$ cat config.mk
export PLATFORM = sky130hd
export DESIGN_NAME = lsu_mem
export DESIGN_NICKNAME = d
export VERILOG_FILES = /design/src/rtl/lsu_mem.sv
export SDC_FILE = /design/constraint.sdc
export NUM_CORES = 1
export LEC_CHECK = 0
export ABC_AREA = 1
export CORE_MARGIN = 4
export CORE_UTILIZATION = 25
export CTS_CLUSTER_DIAMETER = 150
export DETAILED_ROUTE_END_ITERATION = 12
export PLACE_DENSITY_LB_ADDON = 0.25
export SLEW_MARGIN = 25
export SYNTH_ARGS = -nofsm -noshare
export SYNTH_HDL_FRONTEND = slang
export SYNTH_SLANG_ARGS = --single-unit
$ cat constraint.sdc
create_clock -name clk -period 7.1 [get_ports clk]
set_input_delay 1.775 -clock clk [delete_from_list [all_inputs] [get_ports clk]]
set_output_delay 1.775 -clock clk [all_outputs]
set_load 0.02 [all_outputs]
$ cat src/rtl/lsu_mem.sv
// lsu_mem: load/store unit between exec and a single-port word-wide data memory
//   clk, rst                : clock, async active-high reset
//   ls_v/we/f3/addr/sd/rd   : op from exec; ls_rdy accepts it
//   dm_req/we/addr/be/wd    : memory request, held until dm_ack; dm_rd read data
//   wb_v/rd/d               : one-cycle load writeback
//   ls_err/err_addr         : one-cycle misaligned/illegal flag with byte address
module lsu_mem (
    input  logic        clk,
    input  logic        rst,
    input  logic        ls_v,
    input  logic        ls_we,
    input  logic [2:0]  ls_f3,
    input  logic [31:0] ls_addr,
    input  logic [31:0] ls_sd,
    input  logic [4:0]  ls_rd,
    output logic        ls_rdy,
    output logic        dm_req,
    output logic        dm_we,
    output logic [31:0] dm_addr,
    output logic [3:0]  dm_be,
    output logic [31:0] dm_wd,
    input  logic        dm_ack,
    input  logic [31:0] dm_rd,
    output logic        wb_v,
    output logic [4:0]  wb_rd,
    output logic [31:0] wb_d,
    output logic        ls_err,
    output logic [31:0] err_addr
);
    typedef enum logic {IDLE, WAIT} state_t;
    state_t      state_q, state_d;
    logic        dm_req_q, dm_req_d, dm_we_q, dm_we_d, wb_v_q, wb_v_d, ls_err_q, ls_err_d;
    logic [31:0] dm_addr_q, dm_addr_d, dm_wd_q, dm_wd_d, wb_d_q, wb_d_d, err_addr_q, err_addr_d;
    logic [3:0]  dm_be_q, dm_be_d;
    logic [4:0]  wb_rd_q, wb_rd_d;
    logic [2:0]  f3_q, f3_d;
    logic [1:0]  k_q, k_d;
    logic        bad;
    logic [3:0]  be;
    logic [31:0] wd, sh, ext;
    assign ls_rdy = (state_q == IDLE) & ~rst;
    // f3[1:0] encodes the width (00 byte, 01 half, 10 word); f3[2] marks unsigned loads
    assign bad = (ls_f3 == 3'b011) | (ls_f3 == 3'b110) | (ls_f3 == 3'b111) | (ls_we & ls_f3[2])
               | ((ls_f3[1:0] == 2'b01) & ls_addr[0]) | ((ls_f3 == 3'b010) & (ls_addr[1:0] != 2'b00));
    assign be  = ls_f3[1] ? 4'b1111 : ls_f3[0] ? 4'b0011 << ls_addr[1:0] : 4'b0001 << ls_addr[1:0];
    assign wd  = ~ls_we ? 32'h0 : ls_f3[1] ? ls_sd : ls_f3[0] ? {2{ls_sd[15:0]}} : {4{ls_sd[7:0]}};
    assign sh  = dm_rd >> {k_q, 3'b000};
    assign ext = (f3_q == 3'b000) ? {{24{sh[7]}}, sh[7:0]}
               : (f3_q == 3'b001) ? {{16{sh[15]}}, sh[15:0]}
               : (f3_q == 3'b100) ? {24'h0, sh[7:0]}
               : (f3_q == 3'b101) ? {16'h0, sh[15:0]} : dm_rd;
    always_comb begin
        state_d    = state_q;
        dm_req_d   = dm_req_q;
        dm_we_d    = dm_we_q;
        dm_addr_d  = dm_addr_q;
        dm_be_d    = dm_be_q;
        dm_wd_d    = dm_wd_q;
        wb_rd_d    = wb_rd_q;
        wb_d_d     = wb_d_q;
        err_addr_d = err_addr_q;
        f3_d       = f3_q;
        k_d        = k_q;
        wb_v_d     = 1'b0;
        ls_err_d   = 1'b0;
        if (state_q == IDLE) begin
            if (ls_v & ls_rdy & bad) begin
                ls_err_d   = 1'b1;
                err_addr_d = ls_addr;
            end else if (ls_v & ls_rdy) begin
                state_d   = WAIT;
                dm_req_d  = 1'b1;
                dm_we_d   = ls_we;
                dm_addr_d = {ls_addr[31:2], 2'b00};
                dm_be_d   = be;
                dm_wd_d   = wd;
                wb_rd_d   = ls_rd;
                f3_d      = ls_f3;
                k_d       = ls_addr[1:0];
            end
        end else if (dm_ack) begin
            state_d  = IDLE;
            dm_req_d = 1'b0;
            wb_v_d   = ~dm_we_q;
            wb_d_d   = dm_we_q ? wb_d_q : ext;
        end
    end
    always_ff @(posedge clk or posedge rst) begin
        if (rst) begin
            state_q    <= IDLE;
            dm_req_q   <= 1'b0;
            dm_we_q    <= 1'b0;
            dm_addr_q  <= '0;
            dm_be_q    <= '0;
            dm_wd_q    <= '0;
            wb_v_q     <= 1'b0;
            wb_rd_q    <= '0;
            wb_d_q     <= '0;
            ls_err_q   <= 1'b0;
            err_addr_q <= '0;
            f3_q       <= '0;
            k_q        <= '0;
        end else begin
            state_q    <= state_d;
            dm_req_q   <= dm_req_d;
            dm_we_q    <= dm_we_d;
            dm_addr_q  <= dm_addr_d;
            dm_be_q    <= dm_be_d;
            dm_wd_q    <= dm_wd_d;
            wb_v_q     <= wb_v_d;
            wb_rd_q    <= wb_rd_d;
            wb_d_q     <= wb_d_d;
            ls_err_q   <= ls_err_d;
            err_addr_q <= err_addr_d;
            f3_q       <= f3_d;
            k_q        <= k_d;
        end
    end
    assign dm_req   = dm_req_q;
    assign dm_we    = dm_we_q;
    assign dm_addr  = dm_addr_q;
    assign dm_be    = dm_be_q;
    assign dm_wd    = dm_wd_q;
    assign wb_v     = wb_v_q;
    assign wb_rd    = wb_rd_q;
    assign wb_d     = wb_d_q;
    assign ls_err   = ls_err_q;
    assign err_addr = err_addr_q;
endmodule
==> flow_summary.yaml <==
routing:
  wl_um: 23100
  drc: 0
  drt-initial-drc-count: 311
  num_vias: 6232
  antenna_left: 0
  first_pass_iters: 4
  vias_per_cell: 4.48
  drt-wirelength-per-cell_um: 16.6
place:
  gp_congestion: 0.800
  hpwl_um: 16100
  io_buffers: 248
  place_area_sq_um: 9340
cts:
  path_clk_slew_ps: 70
  numCtsBuffers: 17
  cts-root-buf: "clkbuf_16"
  cts_tree: "done"
  clk_latency_ps: 430
  ctsResizeCount: 0
  cts.sinks: 145
  post_cts_buffers: 0
  holdBufCountCts: 0
  clockBufferDepth: 2
  htree_levels: 4
layout:
  nNetsFinal: 1153
  mostFrequentLayoutCells: "nand2_1, clkdlybuf4s50_1, dfrtp_1"
  antennaDiodeCount: 0
  drive_gt1_share_pct: 5.68
  final_util_pct: 38.1
  final_area_sq_um: 9970
  synthToLayoutAreaGrowth_pct: 48.6
  layout_commonest_cell: "nand2_1"
worst_setup_path:
  worstPathMaxFanout: 3
  worstPathArrival_ps: 3070
  end_kind: "primary output"
  cp-start-kind: "input port"
  crit_type: "in -> out"
  required_ps: 5330
synthesis:
  seq_area_frac_synth_pct: 54.1
  syn_avg_cell_area_sq_um: 8.17
  synth_largest_area_cell: "dfrtp_1"
  postSynthCellCount: 821
  synth_area_leaders: "dfrtp_1, nand2_1, o21ai_0, a21oi_1, inv_1"
  yosysTopAreaCellShare_pct: 54.1
  yosys_register_bits: 145
  synth_warnings: 0
  yosysUniqueCellTypes: 29
  syn-cell-area_sq_um: 6710
timing:
  worstMarginPinSlew_ps: 959
  fin_crit_ps: 4840
  setup_viol: 0
  fin_crit_sh_pct: 68.2
  final_max_slew_viol_count: 0
  setup_tns_ps: 0
  rsz0062_at_grt: "false"
  clock_skew_ps: 15.6
  max_freq_mhz: 206
  maxSlewHeadroom_pct: 36.0
  hold_viol: 0
global_routing:
  grt_overflow_total: 0
  grtUsageTotal_pct: 15.4
  antenna_found_initial: 0
  grt_max_degree: 93
  grt_pass1_wl_um: 35400
  grt_pass1_vias: 6183
flow_run:
  maxCapViolations: 0
power_and_ir_drop:
  pwr_density_cell_nw_per_um2: 347
  total_leakage_power_nw: 4.65
  finalPower_mw: 3.46
  ir_drop_mv: 0.127
floorplanning:
  core_sq_um: 26200
  die_area_sq_um: 29500
  io_pins: 251
  die_w_um: 172
  start_util_pct: 25.6
  die_y_um: 172
  row_count: 59
outcome:
  run_status: "completed"
worst_hold_path:
  hold_class: "reg -> reg"
-- synth_stat cells, drive strengths merged --
library cell and number:
o21a 3, o21ai 108, mux2i 5, a21oi 44, nand4 8, nor2 42, conb 1, buf 34
o21bai 12, nand3 14, inv 52, nor3b 1, nor3 1, o211ai 2, nand2 335, dfrtp 145
clkbuf 14
-- routing by layer --
layer  part of all wire, %  up-vias  global-route usage (%)
li1                      -     3056                       -
met1                    44     2936                    20.0
met2                    45      219                    23.9
met3                   9.4       21                    5.98
met4                   1.8        0                    4.41
met5                     0        -                       0
-- flip-flops by register name (all words and copies together) (netlist names), 2 cells and up --
register	flops
f3_q	3
err_addr	32
dm_addr	30
wb_rd	5
dm_wd	32
k_q	2
wb_d	32
dm_be	4
-- report_power, final --
group          internal, mW  total, mW  switching, mW
clock network         0.516      0.964          0.448
logic                 0.589       1.30          0.707
registers              1.05       1.20          0.147
total                  2.16       3.46           1.30
-- cell type report --
type	count	area [sq um]
Fill cell	2713	16200
Sequential cell	145	3630
Multi-Input combinational cell	577	2590
Timing Repair Buffer	251	2500
Clock buffer	17	425
Tap cell	335	419
Clock inverter	15	205
Inverter	52	203
-- worst max-delay path, cell delays in order --
cell and delay (ps):
clkdlybuf4s50_1 530, nor2_1 140, clkdlybuf4s50_1 620
-- per-stage QoR --
step           hold WS, ps  cells  setup WS [ps]
6_report               480   1392           2260
2_1_floorplan          531    822           1430
3_3_place_gp           463   1360           2220
4_1_cts                483   1392           2260
5_1_grt                501   1392           2160
3_5_place_dp           464   1360           2120
-- worst paths after layout --
kind,startpoint,end,slack (ps),depth (start not counted)
setup / recovery,rst,ls_rdy,2260,3
hold / removal,dm_addr[16],dm_addr[16],480,2
setup reg to reg,state_q,dm_wd[24],4670,7
hold reg to reg,dm_addr[16],dm_addr[16],480,2
max in group asynchronous,rst,state_q,3770,3
min in group asynchronous,rst,dm_addr[22],1980,2
-- cell families after synthesis --
logic type      count (synthesis)  share of synthesized area [%]
simple gates                  401                           24.4
compound gates                169                           13.4
flops                         145                           54.1
buf+inv                       100                           7.40
mux                             5                          0.746
other cells                     1                         0.0559
(Power assumes the default switching activity.)
